[src/rtl/lsu_if.sv]
// Execute-side request, data-memory, writeback and error signals of the load/store unit.
// The master modport is the LSU's view and the slave modport is the environment's view.
interface lsu_if;
  logic        req_valid_i;
  logic        req_ready_o;
  logic        req_we_i;
  logic [1:0]  req_size_i;
  logic        req_unsigned_i;
  logic [31:0] req_addr_i;
  logic [31:0] req_wdata_i;
  logic [4:0]  req_rd_i;
  logic        mem_valid_o;
  logic        mem_ready_i;
  logic        mem_memRW_o;
  logic [31:0] mem_addr_o;
  logic [31:0] mem_wdata_o;
  logic [3:0]  mem_be_o;
  logic        mem_rvalid_i;
  logic [31:0] mem_rdata_i;
  logic        wb_valid_o;
  logic [4:0]  wb_rd_o;
  logic [31:0] wb_data_o;
  logic        stall_o;
  logic        err_misalign_o;
  logic        err_timeout_o;

  modport master (
    input  req_valid_i, req_we_i, req_size_i, req_unsigned_i, req_addr_i, req_wdata_i, req_rd_i,
    input  mem_ready_i, mem_rvalid_i, mem_rdata_i,
    output req_ready_o, mem_valid_o, mem_memRW_o, mem_addr_o, mem_wdata_o, mem_be_o,
    output wb_valid_o, wb_rd_o, wb_data_o, stall_o, err_misalign_o, err_timeout_o
  );

  modport slave (
    output req_valid_i, req_we_i, req_size_i, req_unsigned_i, req_addr_i, req_wdata_i, req_rd_i,
    output mem_ready_i, mem_rvalid_i, mem_rdata_i,
    input  req_ready_o, mem_valid_o, mem_memRW_o, mem_addr_o, mem_wdata_o, mem_be_o,
    input  wb_valid_o, wb_rd_o, wb_data_o, stall_o, err_misalign_o, err_timeout_o
  );
endinterface

[src/rtl/lsu.sv]
// Load/store unit: one op at a time from execute to data memory, with alignment check,
// lane steering, load extension and a per-phase timeout on the memory handshakes.
//
// state  | meaning
// S_IDLE | ready for a new op from execute
// S_REQ  | memory request asserted, waiting for mem_ready_i
// S_WAIT | load accepted by memory, waiting for mem_rvalid_i
// S_RESP | load result presented to writeback for one cycle
// S_ERR  | misaligned or illegal op, error pulse, no memory access
module lsu #(
  parameter int unsigned MAX_WAIT = 15
) (
  input logic   clk,
  input logic   rst,
  lsu_if.master bus
);

  localparam int unsigned   CW       = (MAX_WAIT > 1) ? $clog2(MAX_WAIT) : 1;
  localparam logic [CW-1:0] CNT_INIT = CW'(MAX_WAIT - 1);

  typedef enum logic [2:0] {
    S_IDLE,
    S_REQ,
    S_WAIT,
    S_RESP,
    S_ERR
  } state_t;

  state_t        state_q;
  state_t        state_d;
  logic [CW-1:0] cnt_q;
  logic          cnt_load;
  logic          timeout;
  logic          misalign;

  logic          rw_q;
  logic          uns_q;
  logic [1:0]    size_q;
  logic [1:0]    off_q;
  logic [4:0]    rd_q;
  logic [31:0]   addr_q;
  logic [31:0]   wdata_q;
  logic [3:0]    be_q;
  logic [31:0]   wb_data_q;
  logic          err_timeout_q;

  logic [3:0]    be_d;
  logic [31:0]   wdata_d;
  logic [7:0]    rbyte;
  logic [15:0]   rhalf;
  logic [31:0]   load_ext;

  always_comb begin
    misalign = 1'b0;
    case (bus.req_size_i)
      2'b01:   misalign = bus.req_addr_i[0];
      2'b10:   misalign = (bus.req_addr_i[1:0] != 2'b00);
      2'b11:   misalign = 1'b1;
      default: misalign = 1'b0;
    endcase
  end

  // Loads always read the full word; the lane is picked out on the way back.
  always_comb begin
    be_d    = 4'b1111;
    wdata_d = bus.req_wdata_i;
    if (bus.req_we_i) begin
      case (bus.req_size_i)
        2'b00: begin
          be_d    = 4'b0001 << bus.req_addr_i[1:0];
          wdata_d = {4{bus.req_wdata_i[7:0]}};
        end
        2'b01: begin
          be_d    = 4'b0011 << bus.req_addr_i[1:0];
          wdata_d = {2{bus.req_wdata_i[15:0]}};
        end
        2'b10:   be_d = 4'b1111;
        default: be_d = 4'b0000;
      endcase
    end
  end

  always_comb begin
    rbyte    = bus.mem_rdata_i[{off_q, 3'b000} +: 8];
    rhalf    = bus.mem_rdata_i[{off_q[1], 4'b0000} +: 16];
    load_ext = bus.mem_rdata_i;
    case (size_q)
      2'b00:   load_ext = uns_q ? {24'h0, rbyte} : {{24{rbyte[7]}}, rbyte};
      2'b01:   load_ext = uns_q ? {16'h0, rhalf} : {{16{rhalf[15]}}, rhalf};
      default: load_ext = bus.mem_rdata_i;
    endcase
  end

  always_ff @(posedge clk or negedge rst) begin
    if (!rst) begin
      state_q <= S_IDLE;
    end else begin
      state_q <= state_d;
    end
  end

  always_comb begin
    state_d  = state_q;
    cnt_load = 1'b0;
    timeout  = 1'b0;
    case (state_q)
      S_IDLE: begin
        if (bus.req_valid_i) begin
          state_d  = misalign ? S_ERR : S_REQ;
          cnt_load = 1'b1;
        end
      end
      S_REQ: begin
        if (bus.mem_ready_i) begin
          state_d  = rw_q ? S_WAIT : S_IDLE;
          cnt_load = 1'b1;
        end else if (cnt_q == '0) begin
          state_d = S_IDLE;
          timeout = 1'b1;
        end
      end
      S_WAIT: begin
        if (bus.mem_rvalid_i) begin
          state_d = S_RESP;
        end else if (cnt_q == '0) begin
          state_d = S_IDLE;
          timeout = 1'b1;
        end
      end
      S_RESP:  state_d = S_IDLE;
      S_ERR:   state_d = S_IDLE;
      default: state_d = S_IDLE;
    endcase
  end

  // Down-counter reloaded on entry to REQ/WAIT; terminal count 0 marks the last allowed cycle.
  always_ff @(posedge clk or negedge rst) begin
    if (!rst) begin
      cnt_q <= '0;
    end else if (cnt_load) begin
      cnt_q <= CNT_INIT;
    end else if ((state_q == S_REQ || state_q == S_WAIT) && cnt_q != '0) begin
      cnt_q <= cnt_q - CW'(1);
    end
  end

  always_ff @(posedge clk or negedge rst) begin
    if (!rst) begin
      rw_q    <= 1'b1;
      uns_q   <= 1'b0;
      size_q  <= 2'b00;
      off_q   <= 2'b00;
      rd_q    <= 5'd0;
      addr_q  <= 32'h0;
      wdata_q <= 32'h0;
      be_q    <= 4'b0000;
    end else if (state_q == S_IDLE && bus.req_valid_i) begin
      rw_q    <= ~bus.req_we_i;
      uns_q   <= bus.req_unsigned_i;
      size_q  <= bus.req_size_i;
      off_q   <= bus.req_addr_i[1:0];
      rd_q    <= bus.req_rd_i;
      addr_q  <= {bus.req_addr_i[31:2], 2'b00};
      wdata_q <= wdata_d;
      be_q    <= be_d;
    end
  end

  always_ff @(posedge clk or negedge rst) begin
    if (!rst) begin
      wb_data_q     <= 32'h0;
      err_timeout_q <= 1'b0;
    end else begin
      err_timeout_q <= timeout;
      if (state_q == S_WAIT && bus.mem_rvalid_i) begin
        wb_data_q <= load_ext;
      end
    end
  end

  assign bus.req_ready_o    = (state_q == S_IDLE);
  assign bus.stall_o        = (state_q != S_IDLE);
  assign bus.mem_valid_o    = (state_q == S_REQ);
  assign bus.mem_memRW_o    = rw_q;
  assign bus.mem_addr_o     = addr_q;
  assign bus.mem_wdata_o    = wdata_q;
  assign bus.mem_be_o       = be_q;
  assign bus.wb_valid_o     = (state_q == S_RESP);
  assign bus.wb_rd_o        = rd_q;
  assign bus.wb_data_o      = wb_data_q;
  assign bus.err_misalign_o = (state_q == S_ERR);
  assign bus.err_timeout_o  = err_timeout_q;

endmodule

[src/flat_wrapper.sv]
// flat-port wrapper written by rule: the top's interface ports become plain ports
module lsu_flat 
#(
  parameter int unsigned MAX_WAIT = 15
)
  (clk, rst, bus_req_valid_i, bus_req_we_i, bus_req_size_i, bus_req_unsigned_i, bus_req_addr_i, bus_req_wdata_i, bus_req_rd_i, bus_mem_ready_i, bus_mem_rvalid_i, bus_mem_rdata_i, bus_req_ready_o, bus_mem_valid_o, bus_mem_memRW_o, bus_mem_addr_o, bus_mem_wdata_o, bus_mem_be_o, bus_wb_valid_o, bus_wb_rd_o, bus_wb_data_o, bus_stall_o, bus_err_misalign_o, bus_err_timeout_o);
  lsu_if bus_i ();
  input logic clk;
  input logic rst;
  input wire logic [$bits(bus_i.req_valid_i)-1:0] bus_req_valid_i;
  input wire logic [$bits(bus_i.req_we_i)-1:0] bus_req_we_i;
  input wire logic [$bits(bus_i.req_size_i)-1:0] bus_req_size_i;
  input wire logic [$bits(bus_i.req_unsigned_i)-1:0] bus_req_unsigned_i;
  input wire logic [$bits(bus_i.req_addr_i)-1:0] bus_req_addr_i;
  input wire logic [$bits(bus_i.req_wdata_i)-1:0] bus_req_wdata_i;
  input wire logic [$bits(bus_i.req_rd_i)-1:0] bus_req_rd_i;
  input wire logic [$bits(bus_i.mem_ready_i)-1:0] bus_mem_ready_i;
  input wire logic [$bits(bus_i.mem_rvalid_i)-1:0] bus_mem_rvalid_i;
  input wire logic [$bits(bus_i.mem_rdata_i)-1:0] bus_mem_rdata_i;
  output wire logic [$bits(bus_i.req_ready_o)-1:0] bus_req_ready_o;
  output wire logic [$bits(bus_i.mem_valid_o)-1:0] bus_mem_valid_o;
  output wire logic [$bits(bus_i.mem_memRW_o)-1:0] bus_mem_memRW_o;
  output wire logic [$bits(bus_i.mem_addr_o)-1:0] bus_mem_addr_o;
  output wire logic [$bits(bus_i.mem_wdata_o)-1:0] bus_mem_wdata_o;
  output wire logic [$bits(bus_i.mem_be_o)-1:0] bus_mem_be_o;
  output wire logic [$bits(bus_i.wb_valid_o)-1:0] bus_wb_valid_o;
  output wire logic [$bits(bus_i.wb_rd_o)-1:0] bus_wb_rd_o;
  output wire logic [$bits(bus_i.wb_data_o)-1:0] bus_wb_data_o;
  output wire logic [$bits(bus_i.stall_o)-1:0] bus_stall_o;
  output wire logic [$bits(bus_i.err_misalign_o)-1:0] bus_err_misalign_o;
  output wire logic [$bits(bus_i.err_timeout_o)-1:0] bus_err_timeout_o;
  assign bus_i.req_valid_i = bus_req_valid_i;
  assign bus_i.req_we_i = bus_req_we_i;
  assign bus_i.req_size_i = bus_req_size_i;
  assign bus_i.req_unsigned_i = bus_req_unsigned_i;
  assign bus_i.req_addr_i = bus_req_addr_i;
  assign bus_i.req_wdata_i = bus_req_wdata_i;
  assign bus_i.req_rd_i = bus_req_rd_i;
  assign bus_i.mem_ready_i = bus_mem_ready_i;
  assign bus_i.mem_rvalid_i = bus_mem_rvalid_i;
  assign bus_i.mem_rdata_i = bus_mem_rdata_i;
  assign bus_req_ready_o = bus_i.req_ready_o;
  assign bus_mem_valid_o = bus_i.mem_valid_o;
  assign bus_mem_memRW_o = bus_i.mem_memRW_o;
  assign bus_mem_addr_o = bus_i.mem_addr_o;
  assign bus_mem_wdata_o = bus_i.mem_wdata_o;
  assign bus_mem_be_o = bus_i.mem_be_o;
  assign bus_wb_valid_o = bus_i.wb_valid_o;
  assign bus_wb_rd_o = bus_i.wb_rd_o;
  assign bus_wb_data_o = bus_i.wb_data_o;
  assign bus_stall_o = bus_i.stall_o;
  assign bus_err_misalign_o = bus_i.err_misalign_o;
  assign bus_err_timeout_o = bus_i.err_timeout_o;
  lsu #(.MAX_WAIT(MAX_WAIT)) u_core (.clk(clk), .rst(rst), .bus(bus_i));
endmodule
[config.mk]
export PLATFORM = sky130hd
export DESIGN_NAME = lsu_flat
export DESIGN_NICKNAME = d
export VERILOG_FILES = /design/src/rtl/lsu_if.sv /design/src/rtl/lsu.sv /design/src/flat_wrapper.sv
export SDC_FILE = /design/constraint.sdc
export NUM_CORES = 1
export LEC_CHECK = 0
export CAP_MARGIN = 20
export CORE_ASPECT_RATIO = 0.6
export CORE_UTILIZATION = 47
export CTS_CLUSTER_SIZE = 8
export DETAILED_ROUTE_END_ITERATION = 8
export PLACE_DENSITY = 0.86
export SLEW_MARGIN = 15
export SYNTH_ARGS = -nofsm -noshare
export SYNTH_HDL_FRONTEND = slang
export SYNTH_SLANG_ARGS = --single-unit
[constraint.sdc]
create_clock -name clk -period 2.57 [get_ports clk]
set_clock_uncertainty 0.15 [all_clocks]
set_input_delay 0.514 -clock clk [delete_from_list [all_inputs] [get_ports clk]]
set_output_delay 0.514 -clock clk [all_outputs]
set_load 0.1 [all_outputs]
Word level (Yosys, flattened, before mapping)
Cells that the tools add are included.
{"block": "totals", "register_bits": 117, "output_inout_bits": 112, "word_cells": 63}
{"block": "op_classes", "add_sub_neg": 1, "n_eq_ne": 9, "n_shift": 4, "muxes": 24, "n_bitwise": 1, "n_reduce_logical": 12}
{"operator": "32-bit one-hot mux with 2 select lines", "n": 2}
{"operator": "32-bit two-way mux", "n": 3}
{"operator": "32-bit by 6-bit indexed part select with 16-bit output", "n": 1}
{"operator": "32-bit by 6-bit indexed part select with 8-bit output", "n": 1}
{"operator": "3-bit two-way mux", "n": 5}
{"operator": "4-bit two-way mux", "n": 3}
{"operator": "4-bit one-hot mux with 3 select lines", "n": 1}
{"operator": "3-bit one-hot mux with 3 select lines", "n": 1}
{"operator": "3-bit by 2-bit equality test with 1-bit output, second input constant", "n": 2}
{"operator": "1-bit two-way mux", "n": 5}
{"operator": "2-bit by 1-bit equality test with 1-bit output, second input constant", "n": 2}
{"operator": "2-bit equality test, second input constant", "n": 2}
{"operator": "2-bit zero test", "n": 2}
{"operator": "4-bit zero test", "n": 1}
{"operator": "1-bit one-hot mux with 2 select lines", "n": 2}
{"operator": "2-bit nonzero test", "n": 2}
{"operator": "4-bit nonzero test", "n": 1}
{"operator": "1-bit by 2-bit << shifter with 4-bit output, first input constant", "n": 1}
{"operator": "2-bit by 2-bit << shifter with 4-bit output, first input constant", "n": 1}
{"operator": "4-bit by 1-bit subtractor with 4-bit output, second input constant", "n": 1}
{"operator": "3-bit by 1-bit equality test with 1-bit output, second input constant", "n": 1}
{"operator": "3-bit equality test, second input constant", "n": 1}
{"operator": "1-bit logical AND", "n": 3}
{"operator": "3-bit zero test", "n": 1}
{"operator": "6 further kinds", "n": 6}

Depth between registers and ports, before layout
{"block": "logic_depth", "depth_word": 5, "ltp_mapped": 7, "ltp_nobuf": 6}

Worst setup path before layout
OpenSTA, ideal clock, no wires.
{"block": "synth_path", "path_type": "register -> register", "start": "register u_core.state_q[2]", "end": "register u_core.cnt_q[1]", "setup_ps": 66, "arrival_time_ps": 3473, "t_required_ps": 2354, "setup_slack_ps": -1119, "stages_incl_launch_ff": 6, "n_path_buf": 1, "synth_period_minus_slack_ps": 3689, "path_cell_list": "dfrtp_1 > buf_2 > nor3b_1 > nand2_1 > nand2_1 > o31a_1"}
{"block": "synth_via", "elab_chain_cells": 4, "word_cells_on_any_way": 8, "classes_between": "2 x eq/ne; 2 x mux; 4 x reduce/logical"}
{"item": "start: declaration", "line": "lsu.sv:29", "rtl": "state_t state_q;"}
{"item": "start signal: assignment", "line": "lsu.sv:98", "rtl": "state_q <= state_d;"}
{"item": "3-bit by 1-bit equality test with 1-bit output (*)"}
{"item": "via bus_mem_valid_o", "line": "flat_wrapper.sv:21", "rtl": "output wire logic [$bits(bus_i.mem_valid_o)-1:0] bus_mem_valid_o;"}
{"item": "parallel branches: the longest is 3 deep, another holds 4-bit two-way mux"}
{"item": "end signal: assignment", "line": "lsu.sv:143", "rtl": "cnt_q <= cnt_q - CW'(1);"}
{"item": "end: declaration", "line": "lsu.sv:31", "rtl": "logic [CW-1:0] cnt_q;"}
Mark *: on every way through the listed nets, which the timed path passes.
A chain may end at the register's enable or synchronous reset.

Worst setup path after layout
{"block": "layout_path", "start": "register u_core.state_q[0]", "end": "output port bus_mem_valid_o"}
{"block": "layout_via", "elab_chain_cells": 1}
{"item": "3-bit by 1-bit equality test with 1-bit output", "line": "lsu.sv:183", "rtl": "assign bus.mem_valid_o = (state_q == S_REQ);"}
{"item": "end: declaration", "line": "flat_wrapper.sv:21"}
Every way passes these cells.

==> results.cfg <==
[cts]
cts_sinks = 117
cts_tree = yes
cts_resized = 0
clock_latency_ns = 0.41
cts_max_level = 4
cts_setup_buffers = 0
holdBufCountCts = 1
cts.clk_slew.worst_paths_ns = 0.06
cts-root-buf = clkbuf_16
numCtsBuffers = 17
cts_buffer_depth = 2

[floorplanning]
ios = 222
rows = 30
dieArea_um2 = 12200
die-width_um = 142
core_um2 = 11400
initial_core_util_pct = 48.5
die_h_um = 85.9

[synthesis]
yosys_register_bits = 117
synthAdderAreaFrac_pct = 0.227
yosys_warnings = 0
synth_cells = 619
syn-cell-area_um2 = 5520
ys_async_sr_fraction_pct = 100
yosys.area_share.xor_xnor_pct = 0.476
synthMuxAreaShare_pct = 3.58
ys_types = 50
synth_simple_gate_area_share_pct = 26.3
ys.flop_type = dfrtp_1
synth-compound-area-share_pct = 11.5
synth_edf_count = 0
synth_top_family_by_area = simple AND/OR/NAND/NOR gates
seq_area_frac_synth_pct = 53.1
synth_area_per_cell_um2 = 8.92

[setup_path]
cpPeakStageDelay_ns = 0.61
crit_chain = nor3b_2 -> buf_12
ff2ff_path_depth = 5
cp_data_required_time_ns = 1.91
cp-start-kind = flip-flop
crit_type = reg2out
crit_family = flip-flops
path_buf_inv = 1
r2r-end = u_core.bus.wb_data_o[18]
crit_path_max_fanout = 9
worst_r2r_startpoint = u_core.state_q[1]
rrSetupSlack_ns = 0.47
slowest_stage = dfrtp_1
end_kind = output pin
cp-startpoint = u_core.state_q[0]
path_depth = 2
cp.arrival_ns = 1.68
crit_end = bus_mem_valid_o

[timing]
fmaxAchievable_ghz = 0.427
relSlewSlack_pct = 48.5
rsz0062_at_grt = no
setup_tns_ns = 0
period_needed_ns = 2.34
layout_worst_path_cycle_share_pct = 91.2
report.final.slew_viol_count = 0
setup_viol_count_final = 0
hold_viol = 0
tightest_slew_ns = 0.772

[cells_and_area]
syn_to_final_growth_pct = 49.6
fin_util_pct = 72.6
stdcell_area_um2 = 8260
finalNonFillerCells = 1002
layout-drive-gt1-share_pct = 22.4
layout.nets = 940
num_antenna_cells = 0

[route]
drt_pass1_iterations = 5
vias = 5356
avgViaCountPerCell = 5.35
drt_iter0_drc = 426
wl_mm = 16.9
drt-wirelength-per-cell_um = 16.8
antenna_left = 0
drcViolationCount = 0

[place]
gp_congestion = 0.989
dp_hpwl_mm = 12.4
placed_cells = 969
placed_area_um2 = 7660
io_buffers = 219

[grt]
antenna_found_initial = 0
grt_pass1_vias = 5214
grt_pass1_wl_mm = 26.7
grt_max_degree = 75
gr-total-overflow = 0
grt_usage_pct = 28.5

[status]
status = complete, no violations

[run]
drv_cap = 0

[worst_hold_path]
worstHoldPathType = reg2reg
==> cells in the mapped netlist, types with 12 or more instances <==
master	n	share of area [%]
a31oi_1	12	1.4
nand3_1	23	2.1
buf_2	15	1.4
nor2b_1	13	1.5
dfrtp_1	116	53
inv_1	12	0.82
o21ai_0	21	1.9
nand2_1	214	15
clkbuf_1	26	1.8
o31ai_1	18	2.4
a211oi_1	16	2.2
nor2_1	41	2.8
==> logic make-up (layout without fill, tap and decap cells) <==
family	Yosys count	count (layout)
buffers and inverters	58	280
flip-flops	117	117
other	1	2
adder cells (fa/ha/maj)	1	1
AO/OA/AOI/OAI	94	94
AND/OR/NAND/NOR	328	328
XOR/XNOR	3	3
multiplexers	17	17
==> sequential cells by signal, summed over array words and instances (netlist names) <==
register                  count
u_core.bus.mem_memRW_o        1
u_core.uns_q                  1
u_core.state_q                3
u_core.bus.err_timeout_o      1
u_core.cnt_q                  4
u_core.bus.mem_be_o           4
u_core.off_q                  2
u_core.bus.wb_rd_o            5
u_core.bus.mem_addr_o        30
u_core.size_q                 2
u_core.bus.mem_wdata_o       32
u_core.bus.wb_data_o         32
==> layout make-up <==
type | count | area [µm²]
sequential | 117 | 2930
tap | 160 | 200
clock inverter | 14 | 154
fill | 858 | 3120
timing repair buffer | 236 | 2130
multi-input combinational | 445 | 2370
clock buffer | 18 | 429
inverter | 12 | 45.0
==> cell usage in the layout, fill, tap and decap left out, drive strengths merged, types with 15 or more instances in the layout <==
cell type / netlist / final
o21ai: 22 / 22
clkbuf: 26 / 18
inv: 12 / 15
dfrtp: 116 / 116
a211oi: 16 / 16
mux2: 16 / 16
nand3: 33 / 33
clkdlybuf4s50: 0 / 108
o31ai: 18 / 18
buf: 20 / 127
nor2: 41 / 41
nand2: 214 / 214
==> metal layers <==
metal	up-vias	part of all wire (%)	GRT usage (%)
met5	-	0	0
met4	0	1.8	10.8
met3	28	9.1	8.82
met2	268	45	43.4
met1	2569	44	38.4
li1	2491	-	-
==> worst reg2reg max path: stages (launching register included) <==
cell and delay (ns):
dfrtp_1 0.57, nor2b_2 0.25, nand3b_1 0.25, or4_1 0.47
buf_4 0.23, nand3_1 0.11
==> worst min path at each step <==
stage	endpoint	cells past startpoint	start
CTS	u_core.bus.mem_addr_o[12]	2	u_core.bus.mem_addr_o[12]
detailed placement	u_core.bus.mem_addr_o[17]	2	u_core.bus.mem_addr_o[17]
global placement	u_core.bus.mem_addr_o[21]	2	u_core.bus.mem_addr_o[21]
floorplan	u_core.bus.err_timeout_o	0	rst
finish	u_core.bus.mem_addr_o[27]	2	u_core.bus.mem_addr_o[27]
global route	u_core.bus.wb_rd_o[3]	2	u_core.bus.wb_rd_o[3]
==> through the flow <==
| step | worst slack (ns) | hold slack (ns) |
|---|---|---|
| floorplan | -0.185 | 0.0684 |
| global placement | 0.294 | 0.310 |
| detailed placement | 0.257 | 0.313 |
| CTS | 0.221 | 0.328 |
| global route | 0.144 | 0.343 |
| finish | 0.226 | 0.326 |
Power is left out: the tool's default activity adds up to more than one toggle a clock period on the data nets, which glitch-free logic cannot reach.
